## config.mk

```make
export PLATFORM = sky130hd
export DESIGN_NAME = reactor_temp_conditioner
export DESIGN_NICKNAME = d
export VERILOG_FILES = /design/src/rtl/reactor_pkg.sv /design/src/rtl/reactor_sample_watchdog.sv /design/src/rtl/reactor_temp_conditioner.sv
export SDC_FILE = /design/constraint.sdc
export NUM_CORES = 1
export LEC_CHECK = 0
export ABC_CLOCK_PERIOD_IN_PS = 1800
export CAP_MARGIN = 30
export CORE_UTILIZATION = 55
export DETAILED_ROUTE_END_ITERATION = 7
export DONT_BUFFER_PORTS = 1
export PLACE_DENSITY_LB_ADDON = 0.12
export REMOVE_ABC_BUFFERS = 1
export SYNTH_ARGS = -nofsm -noshare
export SYNTH_HDL_FRONTEND = slang
export SYNTH_SLANG_ARGS = --single-unit
```

## constraint.sdc

```tcl
create_clock -name CLOCK -period 1.8 [get_ports CLOCK]
set_input_delay 0.36 -clock CLOCK [delete_from_list [all_inputs] [get_ports CLOCK]]
set_output_delay 0.36 -clock CLOCK [all_outputs]
set_load 0.01 [all_outputs]
```

## src/rtl/reactor_pkg.sv

```systemverilog
// reactor_pkg
// Shared definitions for the reactor temperature conditioner and the
// reactor protection FSM bench.
//   - temp_state_t : conditioner state encoding (3 bits)
//   - DEFAULT_*    : default sample width, thresholds, debounce and timeout
//   - state_is_unsafe : Moore decode of the sensor level S for a state
//   - sat_inc8     : 8-bit saturating increment for event counters
package reactor_pkg;

    typedef enum logic [2:0] {
        COLD    = 3'd0,
        RISING  = 3'd1,
        HOT     = 3'd2,
        FALLING = 3'd3,
        FAULT   = 3'd4
    } temp_state_t;

    localparam int DEFAULT_TEMP_W      = 10;
    localparam int DEFAULT_HI_THRESH   = 800;
    localparam int DEFAULT_LO_THRESH   = 700;
    localparam int DEFAULT_DEBOUNCE_N  = 4;
    localparam int DEFAULT_TIMEOUT_CYC = 1000;

    // Only the cold side of the hysteresis reports safe; any unknown
    // encoding is treated as unsafe.
    function automatic logic state_is_unsafe(input temp_state_t st);
        return !((st == COLD) || (st == RISING));
    endfunction

    function automatic logic [7:0] sat_inc8(input logic [7:0] value);
        return (value == 8'hFF) ? value : value + 8'd1;
    endfunction

endpackage

```

## src/rtl/reactor_sample_watchdog.sv

```systemverilog
// reactor_sample_watchdog
// Detects sample starvation: counts consecutive cycles without
// sample_valid and raises a one-cycle timeout pulse on the cycle that
// would bring the count to TIMEOUT_CYC. A sample arriving on that same
// cycle suppresses the pulse.
// Ports:
//   CLOCK        in  rising-edge clock
//   RESET        in  synchronous active-high reset
//   sample_valid in  sample strobe; clears the idle count
//   timeout      out one-cycle starvation pulse (combinational from count)
module reactor_sample_watchdog
    import reactor_pkg::*;
#(
    parameter int TIMEOUT_CYC = DEFAULT_TIMEOUT_CYC
) (
    input  logic CLOCK,
    input  logic RESET,
    input  logic sample_valid,
    output logic timeout
);

    localparam int TO_W = $clog2(TIMEOUT_CYC + 1);

    logic [TO_W-1:0] idle_cnt;

    // The pulse fires while the count sits one below the terminal value,
    // so the state machine moves to FAULT on exactly the TIMEOUT_CYC-th
    // idle edge.
    assign timeout = !sample_valid && (idle_cnt == TO_W'(TIMEOUT_CYC - 1));

    // Idle counter restarts after each pulse so a continued gap in FAULT
    // produces a fresh pulse every TIMEOUT_CYC cycles.
    always_ff @(posedge CLOCK) begin
        if (RESET) begin
            idle_cnt <= '0;
        end else if (sample_valid || timeout) begin
            idle_cnt <= '0;
        end else begin
            idle_cnt <= idle_cnt + TO_W'(1);
        end
    end

endmodule

```

## src/rtl/reactor_temp_conditioner.sv

```systemverilog
// reactor_temp_conditioner
// Converts raw core-temperature samples into the sensor level S read by
// the reactor protection FSM. Applies threshold hysteresis with N-sample
// debounce, and forces S=1 (FAULT) when samples stop arriving.
// Optional build macro: REACTOR_TEMP_PEAK_EN adds peak_temp, the largest
// valid sample seen since reset.
// Ports:
//   CLOCK        in  rising-edge clock
//   RESET        in  synchronous active-high reset
//   temp_sample  in  unsigned temperature sample, qualified by sample_valid
//   sample_valid in  one-cycle sample strobe
//   S            out registered sensor level (1 = hot/unsafe)
//   sensor_fault out registered, 1 while in FAULT
//   hot_events   out saturating count of cold-to-hot transitions
//   peak_temp    out maximum valid sample (REACTOR_TEMP_PEAK_EN only)
module reactor_temp_conditioner
    import reactor_pkg::*;
#(
    parameter int TEMP_W      = DEFAULT_TEMP_W,
    parameter int HI_THRESH   = DEFAULT_HI_THRESH,
    parameter int LO_THRESH   = DEFAULT_LO_THRESH,
    parameter int DEBOUNCE_N  = DEFAULT_DEBOUNCE_N,
    parameter int TIMEOUT_CYC = DEFAULT_TIMEOUT_CYC
) (
    input  logic              CLOCK,
    input  logic              RESET,
    input  logic [TEMP_W-1:0] temp_sample,
    input  logic              sample_valid,
    output logic              S,
    output logic              sensor_fault,
`ifdef REACTOR_TEMP_PEAK_EN
    output logic [TEMP_W-1:0] peak_temp,
`endif
    output logic [7:0]        hot_events
);

    localparam int CNT_W = $clog2(DEBOUNCE_N + 1);

    temp_state_t      state;
    logic [CNT_W-1:0] cnt;
    logic [CNT_W-1:0] cnt_inc;
    logic             timeout;
    logic             is_hot;
    logic             is_cool;
    logic             run_done;

    reactor_sample_watchdog #(
        .TIMEOUT_CYC (TIMEOUT_CYC)
    ) u_watchdog (
        .CLOCK        (CLOCK),
        .RESET        (RESET),
        .sample_valid (sample_valid),
        .timeout      (timeout)
    );

    // Strict compares: samples equal to a threshold sit inside the band.
    assign is_hot   = temp_sample > TEMP_W'(HI_THRESH);
    assign is_cool  = temp_sample < TEMP_W'(LO_THRESH);
    assign cnt_inc  = cnt + CNT_W'(1);
    assign run_done = (cnt_inc == CNT_W'(DEBOUNCE_N));

    // Hysteresis FSM with shared debounce counter. Starvation overrides
    // any sample decision, but a sample on the terminal cycle suppresses
    // the timeout inside the watchdog. S and sensor_fault decode the state
    // held before this edge, so they trail the state by one cycle.
    always_ff @(posedge CLOCK) begin
        if (RESET) begin
            state        <= COLD;
            cnt          <= '0;
            S            <= 1'b0;
            sensor_fault <= 1'b0;
            hot_events   <= 8'd0;
        end else begin
            S            <= state_is_unsafe(state);
            sensor_fault <= (state == FAULT);
            if (timeout) begin
                state <= FAULT;
                cnt   <= '0;
            end else if (sample_valid) begin
                case (state)
                    COLD: begin
                        if (is_hot) begin
                            if (run_done) begin
                                state      <= HOT;
                                cnt        <= '0;
                                hot_events <= sat_inc8(hot_events);
                            end else begin
                                state <= RISING;
                                cnt   <= cnt_inc;
                            end
                        end
                    end
                    RISING: begin
                        if (!is_hot) begin
                            state <= COLD;
                            cnt   <= '0;
                        end else if (run_done) begin
                            state      <= HOT;
                            cnt        <= '0;
                            hot_events <= sat_inc8(hot_events);
                        end else begin
                            cnt <= cnt_inc;
                        end
                    end
                    HOT: begin
                        if (is_cool) begin
                            if (run_done) begin
                                state <= COLD;
                                cnt   <= '0;
                            end else begin
                                state <= FALLING;
                                cnt   <= cnt_inc;
                            end
                        end
                    end
                    FALLING: begin
                        if (!is_cool) begin
                            state <= HOT;
                            cnt   <= '0;
                        end else if (run_done) begin
                            state <= COLD;
                            cnt   <= '0;
                        end else begin
                            cnt <= cnt_inc;
                        end
                    end
                    FAULT: begin
                        // Any value counts: the sensor is alive again, but
                        // re-entry is into HOT so the FSM stays protected.
                        if (run_done) begin
                            state <= HOT;
                            cnt   <= '0;
                        end else begin
                            cnt <= cnt_inc;
                        end
                    end
                    default: begin
                        state <= FAULT;
                        cnt   <= '0;
                    end
                endcase
            end
        end
    end

`ifdef REACTOR_TEMP_PEAK_EN
    // Peak tracker follows every valid sample, including those in FAULT.
    always_ff @(posedge CLOCK) begin
        if (RESET) begin
            peak_temp <= '0;
        end else if (sample_valid && (temp_sample > peak_temp)) begin
            peak_temp <= temp_sample;
        end
    end
`endif

endmodule

```

==> qor.csv, run 1 <==
stage,metric,value,unit
cts,cts.repair.resized,2,
global_routing,grt_use_met2,40.13,%
floorplan,start_util,59.10,%
power,power.switching,0.0002389,W
logic_synthesis,ys_ff_latch,26,
logic_synthesis,ys_seq_area_share,39.43,%
cts,cts.path.max_buffers,2,
route,wl_per_cell,14.07,µm
cts,cts.sinks,26,
logic_synthesis,synthCells,157,
cts,cts_tree,yes,
global_routing,antenna_found_initial,0,
logic_synthesis,ys.flop_type,dfxtp_1,
global_routing,grt_pass1_wl,4429,µm
worst_setup_path,end_kind,flip-flop,
outcome,status,"complete, no violations",
route,vias,1153,
cts,htreeDepth,1,
global_routing,use_met1,24.73,%
floorplan,die_h,50.99,µm
sta,post-route-min-period,1.690,ns
logic_synthesis,synth_area_leader_cell,dfxtp_1,
job,drv_cap,0,
worst_setup_path,slowest_stage,dfxtp_1,
sta,slew_violations,0,
cts,cts.hold.buffers_added,0,
finish,final_nets,184,
floorplan,io_pins,23,
cts,postCtsSetupBuffers,0,
hold_path,hold_class,input port to flip-flop,
global_routing,overflow,0,
floorplan,dieArea,0.002600,mm²
logic_synthesis,synth_edf_count,0,
sta,setup_viol,0,
cts,cts-root-buf,clkbuf_4,
sta,finalHoldViolations,0,
route,firstDrtPassIters,4,
power,p_leak,0.5078,nW
worst_setup_path,slowest_delay,0.37,ns
finish,final_cells,194,
route,via_per_inst,5.943,
global_routing,grt_pass1_vias,1097,
cts,clock_latency,0.32,ns
sta,relSlewSlack,68.26,%
logic_synthesis,synthDistinctLibCells,37,
worst_setup_path,reg2reg_from,cnt[0],
placement,hpwl,2006,µm
power,powerDensity,727.5,mW/mm²
logic_synthesis,yosysTopAreaCellShare,39.43,%
placement,dp_cells,190,
sta,max_freq,591.7,MHz
worst_setup_path,critPathKind,flip-flop to flip-flop,
logic_synthesis,syn_area,0.001320,mm²
placement,place_congestion,0.9018,
worst_setup_path,path_delay_family,XOR/XNOR gates,
route,routed_wl,2729,µm
global_routing,grtUsageMet3,5.060,%
global_routing,grt_max_degree,16,
logic_synthesis,yosysWarnings,0,
worst_setup_path,startpoint_type,flip-flop,
worst_setup_path,required,2.04,ns
cts,clk_pin_slew,0.15,ns
logic_synthesis,ys_async_sr_fraction,0,%
power,p_comb_share,8.0,%
sta,worst_pin_slew,0.4744,ns
power,share_seq_of_total_power,54.8,%
hold_path,min-delay-start,RESET,
power,p_int,0.0008498,W
global_routing,busiest_layer,met2,
worst_setup_path,critPathLaunch,cnt[0],
finish,area_growth,13.37,%
worst_setup_path,crit_fanout,8,
route,initialDrtViolationCount,26,
floorplan,coreArea,0.002233,mm²
finish,layout-drive-gt1-share,16.87,%
logic_synthesis,synth_area_leaders,"dfxtp_1, nor2_1, xnor2_1",
worst_setup_path,ff2ff_setup_slack,0.11,ns
worst_setup_path,cp_cell_sequence,"ha_1, xor2_2, o2111ai_4, nor4_1, xnor2_1, nor2_1",
global_routing,grt_usage,22.24,%
sta,tns,0,ns
power,vdd_drop_max,418.1,µV
placement,port_buffers,0,
route,drc,0,
logic_synthesis,avgSynthCellArea,8.408,µm²
sta,period_share,93.89,%
worst_setup_path,worst-path-buf-inv,0,
sta,clock_skew,0.005425,ns
cts,cts_made_buffers,3,
floorplan,row_count,17,
power,sw_frac_of_total,21.95,%
finish,diodes,0,
route,antenna_left,0,
power,power.share.clock,37.2,%
worst_setup_path,worstPathArrival,1.93,ns
floorplan,die_w,50.99,µm
-- synthesized netlist by cell type, drive strengths merged (4+ instances only) --
cell type  number
nand4           4
xnor2           8
nor2           25
nand2           9
nor3            5
xor2            6
ha              4
dfxtp          26
nor4            5
inv             5
buf             4
nand3          11
a21oi           8
o21ai           8
-- sequential cells by signal, summed over array words and instances, names as in the netlist --
name and cells:
u_watchdog.idle_cnt 10, state 3, hot_events 8, cnt 3, sensor_fault 1, S 1
-- cell families after synthesis --
logic type,synth area share [%]
AND/OR/NAND/NOR,27.01
multiplexers,0.7583
adder cells (fa/ha/maj),3.792
flip-flops,39.43
AO/OA/AOI/OAI,16.02
XOR/XNOR,9.289
buffers and inverters,3.696
-- power groups by stage --
stage | logic (W) | registers, W | clock network [W]
global placement | 0.0000802 | 0.000608 | 0
floorplan | 0.0000579 | 0.000608 | 0
CTS | 0.0000855 | 0.000596 | 0.000418
global route | 0.0000960 | 0.000599 | 0.000436
detailed placement | 0.0000826 | 0.000608 | 0
finish | 0.0000871 | 0.000597 | 0.000405
-- area by class of cell --
type                            count  area, µm²
Timing Repair Buffer               10      75.07
Sequential cell                    26      521.8
Inverter                            5      18.77
Multi-Input combinational cell    121      793.3
Tap cell                           28      35.03
Fill cell                         202      737.0
Clock buffer                        3      22.52
Clock inverter                      1      30.03
-- worst paths after layout --
kind	endpoint	cells after the start
worst max-delay path	hot_events[6]	6
worst min-delay path	hot_events[5]	1
worst max register to register	hot_events[6]	6
worst min register to register	u_watchdog.idle_cnt[0]	1
-- metal layers --
layer / routed length (µm) / vias up
met1: 1208 / 541
met2: 1377 / 31
met3: 126 / 2
met5: 0 / -
met4: 17 / 0
li1: - / 579
-- through the flow --
stage	power, W	area [µm²]	setup WS [ns]	hold WS, ns	util, %
global placement	0.0006881	1400	0.03608	0.4334	62.69
detailed placement	0.0006910	1400	-0.06290	0.4352	62.69
global route	0.001131	1496	-0.02634	0.04900	67.00
floorplan	0.0006661	1290	0.05052	0.4291	-
finish	0.001089	1496	0.1099	0.08103	67.00
CTS	0.001099	1464	0.009720	0.06554	65.55
-- layout by cell type, fill, tap and decap left out, types with 2 or more instances in the layout --
master      n
nand2b_1    2
nor2_1     25
inv_1       5
nor4_2      3
nor4_1      2
clkbuf_4    3
ha_1        4
o211ai_1    2
o2111ai_1   2
and3_1      2
xor2_1      5
xnor2_1     8
nand3_1    11
a21oi_1     8
nor3_1      5
a21boi_0    2
nand4_1     4
nand2_1     9
buf_4      10
dfxtp_1    25
o21ai_0     7
or3_1       3
(Power assumes the default switching activity.)
==> inputs of run 2 (changes only) <==
--- a/config.mk
+++ b/config.mk
@@ -7,7 +7,8 @@
 export LEC_CHECK = 0
 export ABC_CLOCK_PERIOD_IN_PS = 1800
 export CAP_MARGIN = 30
-export CORE_UTILIZATION = 55
+export CORE_UTILIZATION = 58
+export CTS_BUF_LIST = sky130_fd_sc_hd__clkbuf_4 sky130_fd_sc_hd__clkbuf_8
 export DETAILED_ROUTE_END_ITERATION = 7
 export DONT_BUFFER_PORTS = 1
 export PLACE_DENSITY_LB_ADDON = 0.12
==> run 2 against run 1 <==
Global-route usage increased by 0.96 points. Sequential power about the same. Clock skew increased by 0.0024 ns. Clock power about the same. Critical endpoint is now hot_events[5]. Largest power group unchanged.
==> qor.csv, run 2 (same netlist as run 1, synthesis figures left out) <==
stage,metric,value,unit,change
floorplan,die_h,49.71,µm,-2.5%
worst_setup_path,required,2.04,ns,about the same
placement,placed_area,0.001376,mm²,-1.7%
placement,port_buffers,0,,unchanged
global_routing,grt_pass1_wl,4498,µm,+1.6%
route,initialDrtViolationCount,22,,-15%
finish,ff_latch_area,521.8,µm²,unchanged
finish,multiInputGateArea,792.0,µm²,-0.16%
worst_setup_path,end_kind,flip-flop,,
cts,htreeDepth,1,,unchanged
sta,fin_hold_ws,0.07780,ns,-0.003226 ns
sta,period_share,93.11,%,-0.78 points
global_routing,overflow,0,,unchanged
power,powerDensity,736.8,mW/mm²,+1.3%
worst_setup_path,worstPathArrival,1.92,ns,about the same
placement,place_congestion,0.8364,,-7.3%
job,drv_cap,0,,unchanged
route,drc,0,,unchanged
finish,top_regs,"u_watchdog.idle_cnt: 10 flops, hot_events: 8 flops",,
finish,diodes,0,,unchanged
cts,cts.sinks,26,,unchanged
sta,max_freq,596.7,MHz,+0.84%
cts,clock_latency,0.33,ns,about the same
finish,nFillCells,167,,-17%
route,routed_wl,2667,µm,-2.3%
worst_setup_path,critPathKind,flip-flop to flip-flop,,
finish,layout-drive-gt1-share,15.34,%,-1.5 points
cts,clk_pin_slew,0.14,ns,about the same
finish,largest_reg_flops,10,,unchanged
global_routing,antenna_found_initial,0,,unchanged
cts,cts.hold.buffers_added,0,,unchanged
floorplan,die_w,49.71,µm,-2.5%
cts,cts_made_buffers,3,,unchanged
finish,top_register,u_watchdog.idle_cnt,,
sta,rsz0062_at_grt,no,,
sta,setup_viol,0,,unchanged
placement,hpwl,1957,µm,-2.4%
route,wl_per_cell,14.04,µm,-0.21%
route,antenna_left,0,,unchanged
worst_setup_path,cp_cell_sequence,"ha_1, xor2_2, o2111ai_4, nor4_1, xnor2_1, nor2_1",,
outcome,status,"complete, no violations",,
power,vdd_drop_max,580.2,µV,+39%
route,firstDrtPassIters,4,,unchanged
worst_setup_path,crit_fanout,8,,unchanged
global_routing,grt_max_degree,16,,unchanged
floorplan,coreArea,0.002042,mm²,-8.6%
finish,final_cell_mix,"dfxtp_1, nor2_1, nand3_1",,
cts,cts-root-buf,clkbuf_4,,
sta,post-route-min-period,1.676,ns,-0.01412 ns
cts,cts_tree,yes,,
finish,final_nets,181,,-1.6%
worst_setup_path,slowest_delay,0.37,ns,about the same
floorplan,dieArea,0.002471,mm²,-5.0%
cts,cts.path.max_buffers,2,,unchanged
global_routing,grt_usage,23.20,%,+0.96 points
finish,fin_area,0.001471,mm²,-1.7%
floorplan,row_count,16,,-1
sta,finalHoldViolations,0,,unchanged
sta,clock_skew,0.007778,ns,+0.002352 ns
power,p_leak,0.4920,nW,-3.1%
worst_setup_path,slowest_stage,dfxtp_1,,
global_routing,grt_pass1_vias,1113,,+1.5%
floorplan,start_util,64.64,%,+5.5 points
worst_setup_path,startpoint_type,flip-flop,,
finish,area_growth,11.47,%,
sta,relSlewSlack,69.00,%,+0.75 points
route,vias,1142,,-0.95%
hold_path,hold_class,input port to flip-flop,,
floorplan,io_pins,23,,unchanged
sta,slew_violations,0,,unchanged
route,via_per_inst,6.011,,+1.1%
sta,worst_pin_slew,0.4632,ns,-0.01119 ns
-- run 2: cell types whose count changed in the layout (fill, tap and decap cells not counted), sizes merged --
cell  delta
buf      -3
-- run 2: report_power, final --
| group | internal [W] | total, W | switching, W |
|---|---|---|---|
| sequential | 0.000586 | 0.000598 | 0.0000124 |
| combinational | 0.0000373 | 0.0000843 | 0.0000470 |
| clock | 0.000225 | 0.000402 | 0.000176 |
| total | 0.000848 | 0.00108 | 0.000236 |
-- run 2: final cells by class --
cell class	instances	share of cell area, %
well taps	27	2.296
repair buffers	7	3.571
multi-input cells	121	53.83
clock inverters	1	2.041
flip-flops and latches	26	35.46
inverters	5	1.276
clock buffers	3	1.531
-- run 2: worst max-delay path, delay by kind of cell (launching register included) --
kind / cells / cell delay [ns]
XOR/XNOR: 2 / 0.40
AO/OA/AOI/OAI: 1 / 0.21
AND/OR/NAND/NOR: 2 / 0.38
flip-flops: 1 / 0.37
adder cells (fa/ha/maj): 1 / 0.24
-- run 2: stage by stage --
| stage | setup TNS (ns) | worst slack [ns] | total power [W] | utilization (%) | instances |
|---|---|---|---|---|---|
| 3_5_place_dp | -0.0007441 | -0.0007441 | 0.0006881 | 67.40 | 186 |
| 5_1_grt | 0 | 0.03777 | 0.001117 | 72.06 | 190 |
| 2_1_floorplan | 0 | 0.05052 | 0.0006661 | - | 152 |
| 4_1_cts | 0 | 0.006263 | 0.001082 | 69.98 | 190 |
| 6_report | 0 | 0.1241 | 0.001084 | 72.06 | 190 |
| 3_3_place_gp | 0 | 0.07005 | 0.0006854 | 67.40 | 186 |
-- run 2: routing by layer --
layer  track usage (%)  vias up  wire length [µm]
li1                  -      575                 -
met1             26.39      530              1161
met2             41.44       31              1337
met3             4.630        6               115
met4             10.00        0                52
met5                 0        -                 0
-- run 2: final timing paths --
kind / startpoint / endpoint / slack, ns / cells past startpoint
worst max-delay path: cnt[0] / hot_events[5] / 0.12 / 6
worst min-delay path: RESET / hot_events[2] / 0.08 / 1
worst max register to register: cnt[0] / hot_events[5] / 0.12 / 6
worst min register to register: u_watchdog.idle_cnt[0] / u_watchdog.idle_cnt[0] / 0.48 / 1
-- run 2: timing repair --
item,CTS,global route
setup buffers,0,0
hold endpoints to repair,0,0
endpoints found under the setup margin,0,8
resized for setup,0,7
==> inputs of run 3 (changes only) <==
--- a/config.mk
+++ b/config.mk
@@ -9,6 +9,7 @@
 export CAP_MARGIN = 30
 export CORE_UTILIZATION = 58
 export CTS_BUF_LIST = sky130_fd_sc_hd__clkbuf_4 sky130_fd_sc_hd__clkbuf_8
+export CTS_CLUSTER_DIAMETER = 100
 export DETAILED_ROUTE_END_ITERATION = 7
 export DONT_BUFFER_PORTS = 1
 export PLACE_DENSITY_LB_ADDON = 0.12
==> results of run 3 <==
No change in the layout: final DEF, timing and power equal those of run 2.
